### config.mk
export PLATFORM = sky130hd
export DESIGN_NAME = reg_seq
export DESIGN_NICKNAME = d
export VERILOG_FILES = /design/src/rtl/reg_seq_pkg.sv /design/src/rtl/reg_seq.sv
export SDC_FILE = /design/constraint.sdc
export NUM_CORES = 1
export LEC_CHECK = 0
export CAP_MARGIN = 30
export CORE_UTILIZATION = 46
export CTS_CLUSTER_SIZE = 14
export DETAILED_ROUTE_END_ITERATION = 16
export PLACE_DENSITY = 0.79
export REMOVE_ABC_BUFFERS = 1
export SLEW_MARGIN = 20
export SYNTH_ARGS = -nofsm -noshare
export SYNTH_HDL_FRONTEND = slang
export SYNTH_SLANG_ARGS = --single-unit
### constraint.sdc
create_clock -name CLK -period 2.25 [get_ports CLK]
set_clock_uncertainty 0.1 [all_clocks]
set_input_delay 0.225 -clock CLK [delete_from_list [all_inputs] [get_ports CLK]]
set_output_delay 0.225 -clock CLK [all_outputs]
set_load 0.02 [all_outputs]
### src/rtl/reg_seq_pkg.sv
// Shared definitions for the reg_seq register-transfer sequencer:
// opcode encoding, sequencer state encoding and the default data width.
package reg_seq_pkg;

  localparam int unsigned DATA_WIDTH_DEF = 8;

  typedef enum logic [1:0] {
    OP_LOAD = 2'b00,
    OP_MOV  = 2'b01,
    OP_SWAP = 2'b10,
    OP_READ = 2'b11
  } op_t;

  typedef enum logic [2:0] {
    ST_IDLE,
    ST_WR_IMM,
    ST_RD_A,
    ST_RD_B,
    ST_WR_A,
    ST_WR_B
  } state_t;

endpackage

### src/rtl/reg_seq.sv
// Command-driven sequencer for the external two-entry register file (R0/R1).
// Define REG_SEQ_SWAP_EN to build SWAP; otherwise opcode 10 executes as a one-cycle NOP.
module reg_seq
  import reg_seq_pkg::*;
#(
  parameter int unsigned DATA_WIDTH = DATA_WIDTH_DEF
) (
  input  logic                  CLK,
  input  logic                  RST,
  input  logic                  CMD_VALID,
  output logic                  CMD_READY,
  input  logic [1:0]            CMD_OP,
  input  logic                  CMD_DST,
  input  logic                  CMD_SRC,
  input  logic [DATA_WIDTH-1:0] CMD_IMM,
  input  logic [DATA_WIDTH-1:0] REG_OUT,
  output logic                  REG_SEL,
  output logic                  REG_WR,
  output logic [DATA_WIDTH-1:0] REG_IN,
  output logic                  RD_VALID,
  output logic [DATA_WIDTH-1:0] RD_DATA
);

  state_t                state_q, state_nxt;
  op_t                   op_q;
  logic                  dst_q;
  logic                  src_q;
  logic [DATA_WIDTH-1:0] imm_q;
  logic [DATA_WIDTH-1:0] ta_q;
`ifdef REG_SEQ_SWAP_EN
  logic [DATA_WIDTH-1:0] tb_q;
`endif
  logic                  rd_valid_q;
  logic [DATA_WIDTH-1:0] rd_data_q;

  logic                  sel_c;
  logic                  wr_c;
  logic [DATA_WIDTH-1:0] in_c;
  logic                  ready_c;
  logic                  accept;

  always_comb begin
    state_nxt = state_q;
    sel_c     = 1'b0;
    wr_c      = 1'b0;
    in_c      = '0;
    ready_c   = 1'b0;
    case (state_q)
      ST_IDLE: begin
        ready_c = 1'b1;
        if (CMD_VALID) begin
          case (op_t'(CMD_OP))
            OP_LOAD: state_nxt = ST_WR_IMM;
            OP_MOV:  state_nxt = ST_RD_A;
            OP_READ: state_nxt = ST_RD_A;
`ifdef REG_SEQ_SWAP_EN
            OP_SWAP: state_nxt = ST_RD_A;
`else
            OP_SWAP: state_nxt = ST_WR_IMM;
`endif
            default: state_nxt = ST_IDLE;
          endcase
        end
      end
      // A NOP (SWAP opcode with SWAP disabled) also passes through here with no write.
      ST_WR_IMM: begin
        state_nxt = ST_IDLE;
        if (op_q == OP_LOAD) begin
          sel_c = dst_q;
          wr_c  = 1'b1;
          in_c  = imm_q;
        end
      end
      ST_RD_A: begin
        sel_c = (op_q == OP_SWAP) ? 1'b0 : src_q;
        case (op_q)
          OP_MOV:  state_nxt = ST_WR_A;
`ifdef REG_SEQ_SWAP_EN
          OP_SWAP: state_nxt = ST_RD_B;
`endif
          default: state_nxt = ST_IDLE;
        endcase
      end
`ifdef REG_SEQ_SWAP_EN
      ST_RD_B: begin
        sel_c     = 1'b1;
        state_nxt = ST_WR_A;
      end
`endif
      ST_WR_A: begin
        wr_c      = 1'b1;
        sel_c     = dst_q;
        in_c      = ta_q;
        state_nxt = ST_IDLE;
`ifdef REG_SEQ_SWAP_EN
        if (op_q == OP_SWAP) begin
          sel_c     = 1'b0;
          in_c      = tb_q;
          state_nxt = ST_WR_B;
        end
`endif
      end
`ifdef REG_SEQ_SWAP_EN
      ST_WR_B: begin
        sel_c     = 1'b1;
        wr_c      = 1'b1;
        in_c      = ta_q;
        state_nxt = ST_IDLE;
      end
`endif
      default: state_nxt = ST_IDLE;
    endcase
  end

  // Reset is synchronous, so the datapath controls are forced idle while RST is high
  // to keep a mid-sequence write from committing on the reset edge.
  assign CMD_READY = ready_c & ~RST;
  assign REG_WR    = wr_c & ~RST;
  assign REG_SEL   = sel_c & ~RST;
  assign REG_IN    = RST ? '0 : in_c;
  assign accept    = CMD_VALID & CMD_READY;

  always_ff @(posedge CLK) begin
    if (RST) begin
      state_q    <= ST_IDLE;
      op_q       <= OP_LOAD;
      dst_q      <= 1'b0;
      src_q      <= 1'b0;
      imm_q      <= '0;
      ta_q       <= '0;
`ifdef REG_SEQ_SWAP_EN
      tb_q       <= '0;
`endif
      rd_valid_q <= 1'b0;
      rd_data_q  <= '0;
    end else begin
      state_q    <= state_nxt;
      rd_valid_q <= 1'b0;
      if (accept) begin
        op_q  <= op_t'(CMD_OP);
        dst_q <= CMD_DST;
        src_q <= CMD_SRC;
        imm_q <= CMD_IMM;
      end
      if (state_q == ST_RD_A) begin
        ta_q <= REG_OUT;
        if (op_q == OP_READ) begin
          rd_valid_q <= 1'b1;
          rd_data_q  <= REG_OUT;
        end
      end
`ifdef REG_SEQ_SWAP_EN
      if (state_q == ST_RD_B) begin
        tb_q <= REG_OUT;
      end
`endif
    end
  end

  assign RD_VALID = rd_valid_q;
  assign RD_DATA  = rd_data_q;

endmodule

==> impl_metrics.py <==
metrics = {
    "status": {
        "status": "complete, but fails checks",
        "violations": "design-rule violations",
    },
    "sta": {
        "fin_crit_sh": 0.9503,
        "worst_slew_pin_slew_ps": 530.6,
        "clock.fmax_mhz": 467.7,
        "setup_viol": 0,
        "fin_crit_ps": 2138,
        "rsz0062_at_grt": "no",
        "fin_tns_setup_ps": 0,
        "slew_violations": 0,
        "finalHoldViolations": 0,
        "slew-limit-headroom": 0.6462,
    },
    "placed_design": {
        "port_buffers": 42,
        "gp_congestion": 0.8161,
        "dp_cells": 238,
        "hpwlAfterDp_um": 2518,
    },
    "synth": {
        "synth.most_common_cell": "dfxtp_1",
        "synth_top_cell_by_area": "dfxtp_1",
        "ys_seq_area_frac": 0.4527,
        "synth_top_area_share": 0.4527,
        "synth_commonest_cells": "32 x dfxtp_1, 30 x a21oi_1, 21 x nand3_1",
        "synth-seq-cells": 32,
        "synth_area_leaders": "dfxtp_1 45%, a21oi_1 11%, nand3_1 7.4%",
        "syn-cell-area_sq_um": 1415,
        "async_reset_ff_frac": 0,
        "synth_edf_count": 0,
        "synthCells": 173,
        "ys.flop_type": "dfxtp_1",
        "synth_warnings": 0,
        "ys_types": 28,
        "syn-mean-instance-area_sq_um": 8.180,
    },
    "clocking": {
        "cts_tree": "yes",
        "cts-hold-fix-buffers": 0,
        "cts_max_path_buffers": 2,
        "postCtsResizedCells": 15,
        "htree_levels": 2,
        "worstSkewPairLatency_ps": 330,
        "post_cts_buffers": 0,
        "cts_sinks": 32,
        "clkTransAtPathRegs_ps": 90,
        "root_buffer": "clkbuf_4",
        "cts_buffers": 5,
    },
    "pwr": {
        "ir_drop_uv": 350.4,
        "leakagePower_nw": 0.6551,
        "power_density_nw_per_um2": 574.9,
        "p_total_w": 0.001079,
    },
    "drt": {
        "drtIter0Drc": 48,
        "dr.max_layer_used": "met4",
        "via_count": 1390,
        "first_pass_iters": 10,
        "wirelength_um": 3459,
        "drc": 1,
        "viasPerCell": 5.673,
        "wl_met1_um": 1545,
        "drt.antenna.violating_nets": 0,
        "dr_wl_met3_um": 167,
        "wl_per_cell_um": 14.12,
        "wl_met2_um": 1650,
    },
    "floorplan": {
        "rows": 19,
        "coreArea_sq_um": 2829,
        "die_area_sq_um": 3302,
        "initial_core_util": 0.5002,
        "fp.dieH_um": 57.47,
        "io_pins": 43,
        "chipWidth_um": 57.47,
    },
    "finish": {
        "multi_input_area_sq_um": 674.4,
        "fin_util": 0.6634,
        "syn_to_final_growth_pct": 32.63,
        "layout-drive-gt1-share": 0.1495,
        "layout.area.seq_sq_um": 643.1,
        "fill_cells": 223,
        "finalNonFillerCells": 245,
        "fin_nets": 237,
        "insertedDiodeCount": 0,
    },
    "global_route": {
        "grt_start_max_net_pins": 33,
        "grt-ovfl-total": 0,
        "grt_pass1_wl_um": 5823,
        "grt_pass1_vias": 1318,
        "track_usage": 0.2343,
        "antenna_found_initial": 0,
    },
    "setup_path": {
        "r2r_start": "state_q[2]",
        "worstSetupPathType": "flip-flop to primary output",
        "crit_required_ps": 1920,
        "regToRegEndpoint": "RD_DATA[5]",
        "cp_slowest_cell": "dfxtp_1",
        "path_cells": "buf_4 > nor4b_4 > buf_4 > a21oi_1 > nor2_1 > dlygate4sd2_1",
        "endpoint_kind": "primary output",
        "reg2reg_slack_ps": 510,
        "crit_top_cell": "buf_4",
        "crit_fanout": 9,
        "worstRegToRegCells": 4,
        "slowest_delay_ps": 350,
        "crit_path_start_kind": "flip-flop",
        "cp.arrival_ps": 1810,
    },
    "worst_hold_path": {
        "hp-class": "input port to flip-flop",
        "holdPathEnd": "dst_q",
        "min_path_cells": 3,
        "min_from": "CMD_DST",
    },
    "flow_run": {
        "cap_viol_max_count": 0,
    },
}
kinds of logic after synthesis:
logic type,Yosys count,share of synthesized area
compound gates,60,0.2378
simple gates,58,0.2193
flops,32,0.4527
xor+xnor,2,0.01238
buf+inv,21,0.07780
area by class of cell:
| cell class | instances | share of cell area |
|---|---|---|
| Clock buffer | 7 | 0.03467 |
| Multi-Input combinational cell | 120 | 0.3593 |
| Inverter | 5 | 0.01000 |
| Sequential cell | 32 | 0.3427 |
| Timing Repair Buffer | 50 | 0.2327 |
| Tap cell | 31 | 0.02067 |
registers in the layout, summed over array words and instances (netlist names):
name	flops
RD_DATA	8
op_q	2
src_q	1
imm_q	8
RD_VALID	1
dst_q	1
state_q	3
ta_q	8
metal layers:
| metal | global-route usage | vias up |
|---|---|---|
| li1 | - | 697 |
| met1 | 0.2845 | 642 |
| met2 | 0.3754 | 43 |
| met3 | 0.06576 | 8 |
| met4 | 0.1254 | 0 |
| met5 | 0 | - |
layout by cell type, fill, tap and decap left out:
| master | instances |
|---|---|
| xor2_1 | 1 |
| dfxtp_1 | 30 |
| inv_1 | 3 |
| nor3b_2 | 2 |
| nand3_1 | 21 |
| nor3_1 | 2 |
| a32oi_1 | 9 |
| xnor2_1 | 1 |
| a21oi_1 | 30 |
| or3_4 | 1 |
| nor4b_4 | 1 |
| o21ai_0 | 20 |
| clkdlybuf4s50_1 | 31 |
| and2_0 | 1 |
| nor2_1 | 9 |
| buf_4 | 8 |
| dlygate4sd2_1 | 3 |
| clkbuf_2 | 8 |
| clkbuf_4 | 5 |
| or4_4 | 1 |
| inv_2 | 1 |
| dfxtp_2 | 2 |
| clkinv_1 | 1 |
| nand2_1 | 17 |
| or3b_1 | 1 |
| a211oi_1 | 1 |
| nand2b_1 | 1 |
| clkbuf_8 | 2 |
| nor4b_2 | 1 |
worst max-delay path by stage:
stage                     from   endpoint
global placement           RST  REG_IN[7]
detailed placement         RST  REG_IN[4]
floorplan           state_q[2]    REG_SEL
global route        state_q[2]     REG_WR
finish              state_q[2]     REG_WR
CTS                 state_q[2]  REG_IN[4]
stage by stage:
step	setup WS (ps)	hold WS, ps	instance area [sq um]
floorplan	43.33	194.1	1324
global placement	8.797	350.5	1843
detailed placement	-57.94	347.3	1843
CTS	22.80	351.1	1907
global route	1.917	351.5	1877
finish	111.9	355.0	1877
critical path: cells and delay by family, from the launching register on:
kind / cells / cell delay [ps]
flops: 1 / 350
simple gates: 2 / 360
buf+inv: 3 / 700
compound gates: 1 / 80
power by group:
group / switching, W / leakage [nW] / internal, W
registers: 0.0000144 / 0.260 / 0.000583
logic: 0.0000616 / 0.357 / 0.0000626
clock network: 0.000181 / 0.0374 / 0.000177
total: 0.000257 / 0.655 / 0.000822
Power figures use the tool's default switching activity.
==> patch 1: new RTL, same settings <==
Build with the macro `REG_SEQ_SWAP_EN` defined.
--- a/src/rtl/reg_seq.sv
+++ b/src/rtl/reg_seq.sv
@@ -1,5 +1,7 @@
 // Command-driven sequencer for the external two-entry register file (R0/R1).
 // Define REG_SEQ_SWAP_EN to build SWAP; otherwise opcode 10 executes as a one-cycle NOP.
+`define REG_SEQ_SWAP_EN
+
 module reg_seq
   import reg_seq_pkg::*;
 #(
Formal check against the unedited RTL: not equivalent (Yosys sat finds a counterexample within 4 cycles, from zero or initial values and one cycle with RST high).
==> patch 1 against the original RTL <==
  * The flow still finishes with violations (design-rule violations)
  * Die area is 34% higher
  * Total power is 38% higher
  * Sequential share of layout area is 2.4 points lower
  * First-iteration DRC count is 100% higher
  * Sequential cell count is 8 higher
  * Wire length is 31% higher
  * Synthesized area is 35% higher
  * Count of clock-buffer cells in the layout is 1 higher
  * Cell area is 34% higher
  * Combinational power is 93% higher
  * Via count is 19% higher
  * Worst setup slack worse by 0.0063 ns
  * Critical endpoint is now REG_IN[0]
==> patch 1: results <==
[synth]
seq_area_frac_synth = 0.418
ys_types = 36
synth_area_leaders = dfxtp_1, mux2i_1, nand3_1
synth_common_cells = dfxtp_1, nand3_1, nor2_1

[placement]
place.detailed.hpwl_um = 3290
place_area_sq_um = 2430
gp_congestion = 0.797

[global_routing]
grt_usage = 0.221
grt_max_degree = 21
grt_pass1_wl_um = 7250
grt_pass1_vias = 1498

[run]
drv_cap = 0

[routing]
drc = 2
drt_first_iter_violations = 96
via_per_inst = 5.41
routed_wl_um = 4530

[worst_setup_path]
crit_fanout = 10
slowest_delay_ns = 0.35
worst_path_max_delay_cell = dlygate4sd2_1

[power_and_ir_drop]
peakVddDrop_uv = 392
power.net_switching_mw = 0.373
p_leak_nw = 1.05

[status]
status = complete, but fails checks
violations = design-rule violations

[cells_and_area]
drive_above_1_share = 0.168
final_nets = 278

[sta]
tightest_slew_ns = 0.556

[min_path]
hp-class = flop to flop

[clocking]
clock-root-buffer = clkbuf_8
## patch 1: cell count changes after synthesis, sizes merged, moves of 3 or more
| cell | delta |
|---|---|
| mux2 | +12 |
| nor2 | +11 |
| nand3 | +11 |
| nand3b | +3 |
| nor2b | +15 |
| clkbuf | -6 |
| a31oi | +8 |
| mux2i | +16 |
| a21oi | -19 |
| nand2 | -14 |
| o21ai | -8 |
| a32oi | -9 |
| buf | +7 |
| dfxtp | +8 |
## patch 1: per-stage QoR
step | total power [mW] | setup WS (ns) | std cells | hold WS (ns)
finish | 1.49 | 0.106 | 306 | 0.375
global route | 1.55 | 0.0368 | 306 | 0.414
CTS | 1.49 | 0.0395 | 306 | 0.380
detailed placement | 1.01 | 0.0557 | 298 | 0.370
global placement | 1.01 | 0.107 | 298 | 0.363
floorplan | 0.901 | 0.0662 | 190 | 0.194
## patch 1: cells by family (layout without fill, tap and decap cells)
kind of cell / after synthesis / after routing / share of synthesized area
and+or+nand+nor: 83 / 83 / 0.245
buffers and inverters: 19 / 68 / 0.0503
AOI/OAI and AO/OA: 37 / 37 / 0.114
DFF: 40 / 40 / 0.418
muxes: 28 / 28 / 0.174
## patch 1: worst paths after layout
| check | startpoint | end | slack, ns | cells after the start |
|---|---|---|---|---|
| min | RD_DATA[7] | RD_DATA[7] | 0.38 | 2 |
| max | op_q[1] | REG_IN[0] | 0.11 | 6 |
| min reg2reg | RD_DATA[7] | RD_DATA[7] | 0.38 | 2 |
| max reg2reg | state_q[2] | imm_q[2] | 0.49 | 4 |
## patch 1: timing repair
| item | 4_1_cts | 5_1_grt |
|---|---|---|
| gates resized for setup | 11 | 1 |
| setup endpoints to repair | 9 | 1 |
| setup buffers | 0 | 0 |
| hold endpoints to repair | 0 | 0 |
| pin swaps | 0 | 0 |
## patch 1: layer usage
| metal | vias up | GRT usage | share of wire |
|---|---|---|---|
| met5 | - | 0 | 0 |
| met4 | 0 | 0.0745 | 0.011 |
| met3 | 6 | 0.0514 | 0.045 |
| met2 | 48 | 0.333 | 0.47 |
| met1 | 770 | 0.306 | 0.48 |
| li1 | 832 | - | - |
## patch 1: power by group through the flow
stage                     sequential [mW]  combinational, mW  clock [mW]
after floorplan                     0.782              0.118           0
after CTS                           0.762              0.238       0.494
final                               0.763              0.239       0.491
after global routing                0.767              0.257       0.531
after detailed placement            0.777              0.237           0
after global placement              0.777              0.234           0
## patch 1: layout make-up
type,count,area [sq um]
fill,348,1480
multi-input combinational,148,1020
sequential,40,802
timing repair buffer,58,532
clock buffer,8,90.1
tap,50,62.6
inverter,2,7.51
## patch 1: worst max-delay path, delay by kind of cell, from the launching register on
| family | cells | cell delay, ns |
|---|---|---|
| compound gates | 1 | 0.18 |
| buf+inv | 3 | 0.70 |
| flops | 1 | 0.34 |
| simple gates | 2 | 0.30 |
==> patch 2: new RTL, same flow settings <==
Made on the original files. Reset style: asynchronous (`RST`), changed in one clocked block.
--- a/src/rtl/reg_seq.sv
+++ b/src/rtl/reg_seq.sv
@@ -120,7 +120,7 @@
   assign REG_IN    = RST ? '0 : in_c;
   assign accept    = CMD_VALID & CMD_READY;
 
-  always_ff @(posedge CLK) begin
+  always_ff @(posedge CLK or posedge RST) begin
     if (RST) begin
       state_q    <= ST_IDLE;
       op_q       <= OP_LOAD;
Check against the original RTL: differs if RST is asserted again (counterexample within 4 cycles, from zero or initial values and one cycle with RST high); with RST held inactive, the same outputs for 10 cycles.
==> patch 2 against the original RTL <==
  * The flow still finishes with violations (design-rule violations)
  * Highest routed layer unchanged
  * Synthesized area increased by 1.1%
  * Critical endpoint is now REG_IN[7]
  * Hold slack improved by 0.045 ns
  * Worst setup slack improved by 0.00075 ns
  * Final cell count decreased by 24%
  * Wire length decreased by 5.8%
  * Sequential cell count unchanged
  * Die area increased by 1.0%
  * Cell area increased by 7.1%
  * Largest cell class is now registers
  * Via count decreased by 26%
  * Count of clock-buffer cells in the layout unchanged
Power is not compared: it rests on default switching activity, and its combinational part moved more than twofold at a synthesized area within 25%.
==> patch 2: results <==
[status]
status = complete, but fails checks
violations = design-rule violations

[global_routing]
grt_usage = 0.222
grt_pass1_vias = 1127
grt_max_degree = 33
grt_pass1_wl_um = 5300

[worst_setup_path]
arrival_ns = 1.81
crit_fanout = 8
r2r_start = state_q[0]
reg2reg_to = dst_q
crit_end = REG_IN[7]
r2r_slack_ns = 0.34

[synth]
synth_common_cells = dfrtp_1, mux2_2, nor2_1
async_flop_share = 1.00
synth_top_cell_area_share = 0.560
synthMuxAreaShare = 0.247
netlist_instances = 101
synth_compound_gate_area_share = 0.0569
seq_area_frac_synth = 0.560
yosys.area_share.xor_xnor = 0.00612
ys_types = 23
synth_flop_cell = dfrtp_1
synth_area_leaders = dfrtp_1, mux2_2, mux2_4

[routing]
drc = 4
detail_route.wl_per_cell_um = 17.5
via_per_inst = 5.52
drt_first_iter_violations = 28

[min_path]
hp-class = input pin to async pin

[sta]
fin_crit_sh = 0.950
max-slew-margin-rel = 0.708

[power_and_ir_drop]
p_leak_nw = 0.900

[placement]
place_area_sq_um = 1920
gp_congestion = 0.750
dp_cells = 178
place.detailed.hpwl_um = 2370
pre_cts_slack_ns = -0.0281

[cells_and_area]
nFillCells = 224

[clocking]
clkTransAtPathRegs_ns = 0.10
ctsResizeCount = 14
[patch 2: cell types whose count changed in the layout (fill, tap and decap cells not counted), moves of 2 or more]
cell           change
a21oi_1           -29
clkbuf_2           -8
dfrtp_1           +30
dfrtp_2            +2
dfxtp_1           -30
dfxtp_2            -2
dlygate4sd2_1      +7
mux2_2            +18
mux2_4            +10
nand2_1           -16
nand3_1           -20
nor2_1             +3
nor3_1             -2
o21ai_0           -20
[patch 2: through the flow]
step	power, mW	util
6_report	1.93	0.705
5_1_grt	2.01	0.705
4_1_cts	1.94	0.705
3_5_place_dp	1.45	0.671
3_3_place_gp	1.42	0.671
2_1_floorplan	1.16	-
[patch 2: how the worst min path moves through the flow]
stage                     from         end  slack, ns  cells past startpoint
floorplan            CMD_OP[0]  state_q[0]       0.19                      1
global placement    RD_DATA[4]  RD_DATA[4]       0.39                      1
detailed placement  RD_DATA[3]  RD_DATA[3]       0.40                      1
CTS                  CMD_OP[0]  state_q[0]       0.39                      2
global route           CMD_SRC       src_q       0.40                      2
finish                     RST  state_q[0]       0.40                      4
[patch 2: kinds of logic after synthesis]
kind of cell | after synthesis
multiplexers | 28
XOR/XNOR | 1
buffers and inverters | 6
AO/OA/AOI/OAI | 10
AND/OR/NAND/NOR | 24
flip-flops | 32
[patch 2: where the power goes]
part	internal (mW)	total (mW)	switching, mW
registers	0.743	0.849	0.106
clock network	0.295	0.490	0.195
logic	0.344	0.587	0.243
total	1.38	1.93	0.544
[patch 2: layout make-up]
| cell class | count | area (sq um) | share of cell area |
|---|---|---|---|
| well taps | 31 | 38.8 | 0.0193 |
| clock buffers | 7 | 65.1 | 0.0324 |
| multi-input cells | 63 | 598 | 0.297 |
| repair buffers | 50 | 468 | 0.233 |
| clock inverters | 1 | 30.0 | 0.0149 |
| inverters | 2 | 7.51 | 0.00373 |
| flip-flops and latches | 32 | 803 | 0.400 |
[patch 2: critical path, cell delays in order (launching register included)]
cell and delay (ns):
dfrtp_2 0.46, xnor2_1 0.14, or3_4 0.39, nor2_1 0.15
dlygate4sd2_1 0.35
[patch 2: layer usage]
layer  global-route usage  up-vias  wire length [um]
li1                     -      472                 -
met3               0.0603        5               213
met1                0.277      513              1330
met2                0.352       37              1670
met4                0.122        0                43
met5                    0        -                 0
